File: src/rtl/sparse_term_sequencer_pkg.sv
// Shared constants, state encoding and helpers for the sparse term sequencer.
package sparse_term_sequencer_pkg;

  localparam int MEM_SIZE   = 553;
  localparam int MAX_TERMS  = 50;
  localparam int DUMMY_ADDR = 50;
  localparam int TIMEOUT    = 4095;
  localparam int SPARSE_AW  = 10;
  localparam int WEIGHT_W   = 6;
  localparam int TMO_W      = 12;

  // State encoding, 4 bits wide to line up with the controller's encoding
  localparam logic [3:0] ST_IDLE   = 4'd0;
  localparam logic [3:0] ST_CLEAR  = 4'd1;
  localparam logic [3:0] ST_CRST   = 4'd2;
  localparam logic [3:0] ST_ISSUE  = 4'd3;
  localparam logic [3:0] ST_WAIT   = 4'd4;
  localparam logic [3:0] ST_FINISH = 4'd5;

  // A weight above MAX_TERMS cannot be represented by the pass schedule.
  function automatic logic [WEIGHT_W-1:0] clamp_weight(input logic [WEIGHT_W-1:0] w);
    return (w > WEIGHT_W'(MAX_TERMS)) ? WEIGHT_W'(MAX_TERMS) : w;
  endfunction

endpackage

File: src/rtl/sparse_term_sequencer_if.sv
// Bus between the sequencer and the controller / accumulator write mux.
interface sparse_term_sequencer_if;
  import sparse_term_sequencer_pkg::*;

  logic                 ctrl_rst_n;
  logic                 ctrl_start;
  logic [SPARSE_AW-1:0] ctrl_sparse_addr;
  logic                 ctrl_done;
  logic                 acc_dummy_sel;
  logic [SPARSE_AW-1:0] acc_clr_addr;
  logic                 acc_clr_we;

  modport master (
    output ctrl_rst_n, ctrl_start, ctrl_sparse_addr,
    output acc_dummy_sel, acc_clr_addr, acc_clr_we,
    input  ctrl_done
  );

  modport slave (
    input  ctrl_rst_n, ctrl_start, ctrl_sparse_addr,
    input  acc_dummy_sel, acc_clr_addr, acc_clr_we,
    output ctrl_done
  );

endinterface

File: src/rtl/sparse_term_sequencer_pass_watchdog.sv
// Per-pass timeout counter and rising-edge detector for the controller's done flag.
module pass_watchdog
  import sparse_term_sequencer_pkg::*;
(
  input  logic clk,
  input  logic rst_n,
  input  logic arm,
  input  logic done_in,
  output logic done_edge,
  output logic expired
);

  logic [TMO_W-1:0] cnt_q, cnt_d;
  logic             prev_q;

  // Expiry is flagged in the TIMEOUT-th cycle after arming, so the waiting
  // state lasts exactly TIMEOUT cycles; the counter then parks until re-armed.
  assign expired = (cnt_q == TMO_W'(TIMEOUT - 1));

  // The previous-value register samples continuously, so a done flag that is
  // still high while the pass is being issued never reads as a fresh edge.
  assign done_edge = done_in & ~prev_q;

  // Restart on arm, otherwise count up until expiry
  always_comb begin
    cnt_d = cnt_q;
    if (arm) begin
      cnt_d = '0;
    end else if (!expired) begin
      cnt_d = cnt_q + 1'b1;
    end
  end

  // Counter and edge-history registers
  always_ff @(posedge clk or negedge rst_n) begin
    if (!rst_n) begin
      cnt_q  <= '0;
      prev_q <= 1'b0;
    end else begin
      cnt_q  <= cnt_d;
      prev_q <= done_in;
    end
  end

endmodule

File: src/rtl/sparse_term_sequencer.sv
// Clears the accumulator, then runs MAX_TERMS controller passes (real then dummy)
// so that total runtime never depends on the secret weight.
module sparse_term_sequencer
  import sparse_term_sequencer_pkg::*;
(
  input  logic                clk,
  input  logic                rst_n,
  input  logic                start,
  input  logic [WEIGHT_W-1:0] weight,
  sparse_term_sequencer_if.master bus,
  output logic [WEIGHT_W-1:0] term_idx,
  output logic                busy,
  output logic                done,
  output logic                error
);

  localparam logic [SPARSE_AW-1:0] CLR_LAST  = SPARSE_AW'(MEM_SIZE - 1);
  localparam logic [WEIGHT_W-1:0]  LAST_TERM = WEIGHT_W'(MAX_TERMS - 1);

  logic [3:0]           state_q, state_d;
  logic [WEIGHT_W-1:0]  weight_q, weight_d;
  logic [WEIGHT_W-1:0]  term_q, term_d;
  logic [SPARSE_AW-1:0] clr_addr_q, clr_addr_d;
  logic                 clr_we_q, clr_we_d;
  logic                 crst_q, crst_d;
  logic                 start_q, start_d;
  logic                 rstn_q, rstn_d;
  logic [SPARSE_AW-1:0] saddr_q, saddr_d;
  logic                 dsel_q, dsel_d;
  logic                 busy_q, busy_d;
  logic                 done_q, done_d;
  logic                 error_q, error_d;
  logic                 done_edge, expired;

  pass_watchdog u_watchdog (
    .clk      (clk),
    .rst_n    (rst_n),
    .arm      (state_q == ST_ISSUE),
    .done_in  (bus.ctrl_done),
    .done_edge(done_edge),
    .expired  (expired)
  );

  // State register
  always_ff @(posedge clk or negedge rst_n) begin
    if (!rst_n) state_q <= ST_IDLE;
    else        state_q <= state_d;
  end

  // Next-state selection; a done edge wins over a simultaneous timeout
  always_comb begin
    state_d = state_q;
    case (state_q)
      ST_IDLE:   if (start) state_d = ST_CLEAR;
      ST_CLEAR:  if (clr_addr_q == CLR_LAST) state_d = ST_CRST;
      ST_CRST:   if (crst_q) state_d = ST_ISSUE;
      ST_ISSUE:  state_d = ST_WAIT;
      ST_WAIT: begin
        if (done_edge)    state_d = (term_q == LAST_TERM) ? ST_FINISH : ST_CRST;
        else if (expired) state_d = ST_FINISH;
      end
      ST_FINISH: state_d = ST_IDLE;
      default:   state_d = ST_IDLE;
    endcase
  end

  // Next values of counters and outputs, derived from the upcoming state so
  // every output is a flop that already matches the state it belongs to
  always_comb begin
    weight_d   = weight_q;
    term_d     = term_q;
    error_d    = error_q;
    saddr_d    = saddr_q;
    dsel_d     = dsel_q;
    crst_d     = (state_q == ST_CRST) ? ~crst_q : 1'b0;
    clr_addr_d = '0;
    if ((state_q == ST_CLEAR) && (state_d == ST_CLEAR)) clr_addr_d = clr_addr_q + 1'b1;
    clr_we_d   = (state_d == ST_CLEAR);
    start_d    = (state_d == ST_ISSUE);
    rstn_d     = !((state_d == ST_CRST) || (state_d == ST_FINISH));
    busy_d     = (state_d != ST_IDLE) && (state_d != ST_FINISH);
    done_d     = (state_d == ST_FINISH);
    if ((state_q == ST_IDLE) && start) begin
      weight_d = clamp_weight(weight);
      term_d   = '0;
      error_d  = 1'b0;
    end
    if ((state_q == ST_WAIT) && done_edge && (term_q != LAST_TERM)) term_d = term_q + 1'b1;
    if ((state_q == ST_WAIT) && !done_edge && expired) error_d = 1'b1;
    // Address and redirect are fixed at issue time and held through the wait
    if (state_d == ST_ISSUE) begin
      saddr_d = (term_q < weight_q) ? SPARSE_AW'(term_q) : SPARSE_AW'(DUMMY_ADDR);
      dsel_d  = (term_q >= weight_q);
    end else if ((state_d == ST_FINISH) || (state_d == ST_IDLE)) begin
      dsel_d  = 1'b0;
    end
  end

  // Datapath and output registers
  always_ff @(posedge clk or negedge rst_n) begin
    if (!rst_n) begin
      weight_q   <= '0;
      term_q     <= '0;
      clr_addr_q <= '0;
      clr_we_q   <= 1'b0;
      crst_q     <= 1'b0;
      start_q    <= 1'b0;
      rstn_q     <= 1'b0;
      saddr_q    <= '0;
      dsel_q     <= 1'b0;
      busy_q     <= 1'b0;
      done_q     <= 1'b0;
      error_q    <= 1'b0;
    end else begin
      weight_q   <= weight_d;
      term_q     <= term_d;
      clr_addr_q <= clr_addr_d;
      clr_we_q   <= clr_we_d;
      crst_q     <= crst_d;
      start_q    <= start_d;
      rstn_q     <= rstn_d;
      saddr_q    <= saddr_d;
      dsel_q     <= dsel_d;
      busy_q     <= busy_d;
      done_q     <= done_d;
      error_q    <= error_d;
    end
  end

  assign bus.ctrl_rst_n       = rstn_q;
  assign bus.ctrl_start       = start_q;
  assign bus.ctrl_sparse_addr = saddr_q;
  assign bus.acc_dummy_sel    = dsel_q;
  assign bus.acc_clr_addr     = clr_addr_q;
  assign bus.acc_clr_we       = clr_we_q;
  assign term_idx             = term_q;
  assign busy                 = busy_q;
  assign done                 = done_q;
  assign error                = error_q;

endmodule
File: src/flat_wrapper.sv
// flat-port wrapper written by rule: the top's interface ports become plain ports
module sparse_term_sequencer_flat import sparse_term_sequencer_pkg::*;
  (clk, rst_n, start, weight, term_idx, busy, done, error, bus_ctrl_rst_n, bus_ctrl_start, bus_ctrl_sparse_addr, bus_acc_dummy_sel, bus_acc_clr_addr, bus_acc_clr_we, bus_ctrl_done);
  sparse_term_sequencer_if bus_i ();
  input  logic clk;
  input  logic rst_n;
  input  logic start;
  input  logic [WEIGHT_W-1:0] weight;
  output logic [WEIGHT_W-1:0] term_idx;
  output logic busy;
  output logic done;
  output logic error;
  output wire logic [$bits(bus_i.ctrl_rst_n)-1:0] bus_ctrl_rst_n;
  output wire logic [$bits(bus_i.ctrl_start)-1:0] bus_ctrl_start;
  output wire logic [$bits(bus_i.ctrl_sparse_addr)-1:0] bus_ctrl_sparse_addr;
  output wire logic [$bits(bus_i.acc_dummy_sel)-1:0] bus_acc_dummy_sel;
  output wire logic [$bits(bus_i.acc_clr_addr)-1:0] bus_acc_clr_addr;
  output wire logic [$bits(bus_i.acc_clr_we)-1:0] bus_acc_clr_we;
  input wire logic [$bits(bus_i.ctrl_done)-1:0] bus_ctrl_done;
  assign bus_ctrl_rst_n = bus_i.ctrl_rst_n;
  assign bus_ctrl_start = bus_i.ctrl_start;
  assign bus_ctrl_sparse_addr = bus_i.ctrl_sparse_addr;
  assign bus_acc_dummy_sel = bus_i.acc_dummy_sel;
  assign bus_acc_clr_addr = bus_i.acc_clr_addr;
  assign bus_acc_clr_we = bus_i.acc_clr_we;
  assign bus_i.ctrl_done = bus_ctrl_done;
  sparse_term_sequencer u_core (.clk(clk), .rst_n(rst_n), .start(start), .weight(weight), .bus(bus_i), .term_idx(term_idx), .busy(busy), .done(done), .error(error));
endmodule
File: config.mk
export PLATFORM = sky130hd
export DESIGN_NAME = sparse_term_sequencer_flat
export DESIGN_NICKNAME = d
export VERILOG_FILES = /design/src/rtl/sparse_term_sequencer_pkg.sv /design/src/rtl/sparse_term_sequencer_if.sv /design/src/rtl/sparse_term_sequencer_pass_watchdog.sv /design/src/rtl/sparse_term_sequencer.sv /design/src/flat_wrapper.sv
export SDC_FILE = /design/constraint.sdc
export NUM_CORES = 1
export LEC_CHECK = 0
export ABC_AREA = 1
export BUFFER_PORTS_ARGS = -buffer_cell sky130_fd_sc_hd__buf_2
export CORE_MARGIN = 2
export CORE_UTILIZATION = 53
export DETAILED_ROUTE_END_ITERATION = 12
export PLACE_DENSITY = 0.72
export SLEW_MARGIN = 20
export SYNTH_ARGS = -nofsm -noshare
export SYNTH_HDL_FRONTEND = slang
export SYNTH_SLANG_ARGS = --single-unit
File: constraint.sdc
create_clock -name clk -period 3.3 [get_ports clk]
set_clock_uncertainty 0.2 [all_clocks]
set_input_delay 0 -clock clk [delete_from_list [all_inputs] [get_ports clk]]
set_output_delay 0 -clock clk [all_outputs]
set_load 0.02 [all_outputs]
### Word-level counts from Yosys, hierarchy flattened

Cells that the tools add are included.

| operators by class | value |
|---|---|
| muxes and demuxes | 19 |
| bitwise operators | 3 |
| reductions and logical operators | 17 |
| $add $sub $neg | 3 |
| equality and inequality tests | 14 |
| order comparisons | 3 |

Operator list:

| cell | number |
|---|---|
| 2-to-1 mux 12 bit | 2 |
| 2-to-1 mux 6 bit | 4 |
| 2-to-1 mux 4 bit | 5 |
| one-hot mux 4 bit (5 select lines) | 1 |
| == test 4 x 2 -> 1 bit (second input constant) | 4 |
| adder 12 x 1 -> 12 bit (second input constant) | 1 |
| == test 12 bit (second input constant) | 1 |
| adder 10 x 1 -> 10 bit (second input constant) | 1 |
| == test 10 bit (second input constant) | 1 |
| 2-to-1 mux 10 bit | 1 |
| == test 4 x 1 -> 1 bit (second input constant) | 2 |
| == test 4 x 3 -> 1 bit (second input constant) | 2 |
| zero test 4 bit | 2 |
| logical AND 1 bit | 7 |
| adder 6 x 1 -> 6 bit (second input constant) | 1 |
| == test 6 bit (second input constant) | 1 |
| >= comparator 6 bit | 1 |
| greater-than comparator 6 bit (second input constant) | 1 |
| less-than comparator 6 bit | 1 |
| inequality test 6 bit (second input constant) | 1 |
| nonzero test 2 bit | 3 |
| 2-to-1 mux 1 bit | 5 |
| inequality test 4 x 3 -> 1 bit (second input constant) | 1 |
| nonzero test 4 bit | 1 |
| other kinds (6) | 9 |

| word-level totals | value |
|---|---|
| register bits | 57 |
| word-level logic and storage cells | 74 |
| output and inout bits | 33 |

### Longest topological paths before layout

| depth | value |
|---|---|
| depth after elaboration | 8 |
| gate-level depth with buffers | 12 |
| depth with buffers taken out | 12 |

### Cells and area by module

From an unflattened synthesis, not the netlist that was laid out.

| unflattened totals | value |
|---|---|
| cells, all modules | 326 |
| area, all modules | 2866.5 µm² |

By module, submodules not included:

| module | cells each | sequential area each (µm²) | area an instance (µm²) | instances |
|---|---|---|---|---|
| sparse_term_sequencer | 229 | 1001.0 | 2105.8 | 1 |
| pass_watchdog | 97 | 325.3 | 760.7 | 1 |

### Least setup slack after synthesis

OpenSTA, ideal clock, no wires.

| path | value |
|---|---|
| path kind | reg2reg |
| from | reg u_core.term_q[1], in the netlist u_core.term_idx[1] |
| to | reg u_core.dsel_q, in the netlist u_core.bus.acc_dummy_sel |
| data required time | 2979 ps |
| buffers on the path | 0 |
| arrival | 1492 ps |
| period minus slack after synthesis | 1812 ps |
| path slack | 1488 ps |
| stages on the path, launching flop included | 12 |
| path through | dfrtp_1 > inv_1 > ha_1 > nand3_1 > nor2_4 > nor2_4 > nor2_1 > nand2_2 > nor2_1 > nand2_1 > nand3_1 > nand2_1 |

| between the ends | value |
|---|---|
| word-level cells in the longest chain between the ends | 7 |
| elaborated cells on any way between the ends | 11 |

RTL lines:

| element | RTL line | source |
|---|---|---|
| start: declaration | sparse_term_sequencer.sv:22 | `logic [WEIGHT_W-1:0] term_q, term_d;` |
| start signal: assignment | sparse_term_sequencer.sv:116 | `term_q <= term_d;` |
| == test 6 bit (*) | sparse_term_sequencer.sv:59 | `if (done_edge) state_d = (term_q == LAST_TERM) ? ST_FINISH : ST_CRST;` |
| 2-to-1 mux 3 bit (*) | sparse_term_sequencer.sv:59 |  |
| 2-to-1 mux 4 bit (*) | sparse_term_sequencer.sv:59 |  |
| one-hot mux 4 bit (5 select lines) (*) | sparse_term_sequencer.sv:53 | `case (state_q)` |
| via u_core.state_d[1] | sparse_term_sequencer.sv:20 | `logic [3:0] state_q, state_d;` |
| == test 4 x 3 -> 1 bit or zero test 4 bit (tied branches) | sparse_term_sequencer.sv:94 | `end else if ((state_d == ST_FINISH) \|\| (state_d == ST_IDLE)) begin` |
| logical OR 1 bit | sparse_term_sequencer.sv:94 |  |
| nonzero test 2 bit (no source line) | -- |  |
| end signal: assignment | sparse_term_sequencer.sv:123 | `dsel_q <= dsel_d;` |
| end: declaration | sparse_term_sequencer.sv:29 | `logic dsel_q, dsel_d;` |

The timed path passes the listed nets; every way through them passes the cells marked *.
A chain may end at the register's enable or synchronous reset.

### Final worst setup path

| path | value |
|---|---|
| from | reg u_core.state_q[0] |
| to | reg u_core.weight_q[0] |

| between the ends | value |
|---|---|
| word-level cells in the longest chain between the ends | 2 |

RTL lines:

| element | RTL line | source |
|---|---|---|
| start: declaration | sparse_term_sequencer.sv:20 |  |
| start signal: assignment | sparse_term_sequencer.sv:47 | `else state_q <= state_d;` |
| zero test 4 bit | sparse_term_sequencer.sv:83 | `if ((state_q == ST_IDLE) && start) begin` |
| logical AND 1 bit | sparse_term_sequencer.sv:83 |  |
| end signal: assignment | sparse_term_sequencer.sv:115 | `weight_q <= weight_d;` |
| end: declaration | sparse_term_sequencer.sv:21 | `logic [WEIGHT_W-1:0] weight_q, weight_d;` |

No other way between the ends.

==> metrics.csv <==
metric;value;unit
status;complete, no violations;
end_kind;flip-flop;
layout-drive-gt1-share;17.4;%
n_fill_cell;436;
cpMostUsedCell;dlygate4sd3_1;
fin_setup_tns;0;ns
synthTopCellsByArea;dfrtp_1 49%, nand2_1 9.2%, ha_1 5.5%;
cts.path.max_buffers;2;
synth_area;2730;sq um
die_area;5750;sq um
pin_count;43;
insertion_delay;0.30;ns
p_comb_share;10.2;%
crit_required;3.34;ns
finalCritPeriodShare;81.4;%
p_clk_share;32.2;%
synth_commonest_cells;67 x nand2_1, 53 x dfrtp_1, 40 x nor2_1;
drc;0;
switching_share;24.9;%
synth-edff-count;0;
ys_seq_elements;53;
cp_slowest_cell;dlygate4sd3_1;
grt_pass1_wl;9.39;mm
chipHeight;75.8;microns
numClockSinks;53;
antenna_found_initial;0;
antenna_cells;0;
hold_viol_final;0;
async_flop_share;100;%
p_int;0.000885;W
num_vias;2291;
tightest_slew;0.735;ns
slew_headroom;51.0;%
crit_fanout;10;
synth_flop_cell;dfrtp_1;
cts_tree;yes;
peakVddDrop;0.275;mV
overflow;0;
portBuffers;38;
root_buffer;clkbuf_8;
power_density;366;nW/um^2
final.min_clock_period;2.69;ns
syn_avg_cell_area;8.38;sq um
placed_area;2990;sq um
timing.final.ws_setup;0.615;ns
cpPeakStageDelay;0.56;ns
ys_warn_count;0;
grt_pass1_vias;2115;
vias_per_cell;5.05;
first_pass_iters;4;
h-tree-depth;2;
dieWidth;75.8;microns
fin_area;3220;sq um
synth_top_cell_by_area;dfrtp_1;
core-area;5040;sq um
gp_congestion;0.861;
synth_cells;326;
power.leakage;1.66;nW
dp_hpwl;4.11;mm
synth_top_area_share;48.5;%
final_nets;405;
grt_max_degree;35;
yosysMostFrequentCell;nand2_1;
synth.distinct_cells;37;
ys_seq_area_share;48.5;%
routed_wl;5.54;mm
start_util;54.2;%
crit_path_cell_trace;nor2_2 > nand3_2 > clkinv_1 > nand3_1 > dlygate4sd3_1 > nand2_1 > dlygate4sd3_1;
arrival;2.72;ns
startpoint_type;flip-flop;
wire_per_inst;12.2;microns
clk_pin_slew;0.10;ns
cts_buffers;5;
final-max-slew-violation-count;0;
worstSetupPathType;reg2reg;
grt_usage;21.4;%
dr.first_iter.drc_count;183;
rsz0062_at_grt;false;
pre_cts_slack;1.33;ns
setup_viol;0;
design_power_total;0.00118;W
antenna_left;0;
fp-row-count;26;
min_path_type;in2async;
max_cap_viol_count;0;
p_sw;0.000293;W
reg2reg_slack;0.61;ns
postLayoutCoreUtil;63.8;%
areaGrowthSynthToFinish;17.8;%
seq_power_share;57.6;%
fmax;372;MHz
==> sequential cells by signal (all words and copies together), names as in the netlist, 4 cells and up <==
| register | count |
|---|---|
| u_core.bus.acc_clr_addr | 10 |
| u_core.bus.ctrl_sparse_addr | 6 |
| u_core.state_q | 4 |
| u_core.term_idx | 6 |
| u_core.u_watchdog.cnt_q | 12 |
| u_core.weight_q | 6 |
==> final cells by class <==
cell class              count  area, sq um  share of cell area (%)
multi-input cells         227         1220                    37.8
repair buffers             52          328                    10.2
well taps                  70         87.6                    2.72
flip-flops and latches     53         1330                    41.2
clock buffers               6         82.6                    2.57
clock inverters             2         13.8                   0.428
inverters                  44          165                    5.13
==> final timing paths <==
check | start | end | depth (start not counted)
max | u_core.state_q[0]$_DFF_PN0_ | u_core.weight_q[0]$_DFFE_PN0P_ | 7
max reg2reg | u_core.state_q[0]$_DFF_PN0_ | u_core.weight_q[0]$_DFFE_PN0P_ | 7
min reg2reg | u_core.crst_q$_DFF_PN0_ | u_core.crst_q$_DFF_PN0_ | 1
min | rst_n | u_core.crst_q$_DFF_PN0_ | 2
max in group asynchronous | rst_n | u_core.term_idx[5]$_DFFE_PN0P_ | 3
min in group clk | bus_ctrl_done | u_core.u_watchdog.prev_q$_DFF_PN0_ | 2
==> power groups by stage <==
stage	logic, W	registers, W	clock network (W)
final	0.000121	0.000678	0.000379
after global routing	0.000141	0.000681	0.000414
after CTS	0.000121	0.000678	0.000390
after detailed placement	0.000105	0.000691	0
after global placement	0.000104	0.000691	0
after floorplan	0.0000654	0.000695	0
==> layer usage <==
layer | GRT usage (%) | vias up | part of all wire [%]
li1 | - | 1175 | -
met1 | 28.4 | 1057 | 44
met2 | 36.9 | 53 | 50
met3 | 3.84 | 6 | 5.3
met4 | 4.68 | 0 | 0.87
met5 | 0 | - | 0
==> logic make-up (layout without fill, tap and decap cells) <==
family	Yosys count	after routing	share of synthesized area, %
compound gates	45	45	9.75
xor+xnor	5	5	1.60
fa+ha+maj	12	12	5.49
buf+inv	50	104	7.51
flops	53	53	48.5
other cells	1	5	0.137
simple gates	160	160	27.0
==> per-stage QoR <==
stage	hold slack, ns	cells
finish	0.0801	454
global route	0.167	454
CTS	0.112	454
detailed placement	-0.0890	433
global placement	-0.0912	433
floorplan	-0.496	330
==> repair_timing <==
action                                  4_1_cts  5_1_grt
resized for setup                             0        0
setup buffers                                 0        0
hold endpoints to repair                     42        0
endpoints found under the setup margin        0        0
hold buffers                                 13        0
==> cells in the final DEF (no fill, tap or decap), types with 2 or more instances in the layout <==
cell,instances
nand2_1,67
dfrtp_1,53
nor2_1,40
inv_1,39
buf_2,38
o21ai_0,18
nand3_1,17
dlygate4sd3_1,13
ha_1,12
a21oi_1,10
nand4_1,8
nor3_1,8
nor2_2,6
clkbuf_8,6
conb_1,5
xor2_1,4
o31ai_1,4
inv_2,3
nand3_2,3
a31oi_1,3
nand2_2,2
nor2_4,2
nor3b_1,2
o22ai_1,2
clkinv_1,2
a31o_2,2
==> critical path: cells and delay by family (launching register included) <==
family	cells	cell delay, ns
buf+inv	3	1.35
simple gates	4	0.61
flops	1	0.45
(Power assumes the default switching activity.)
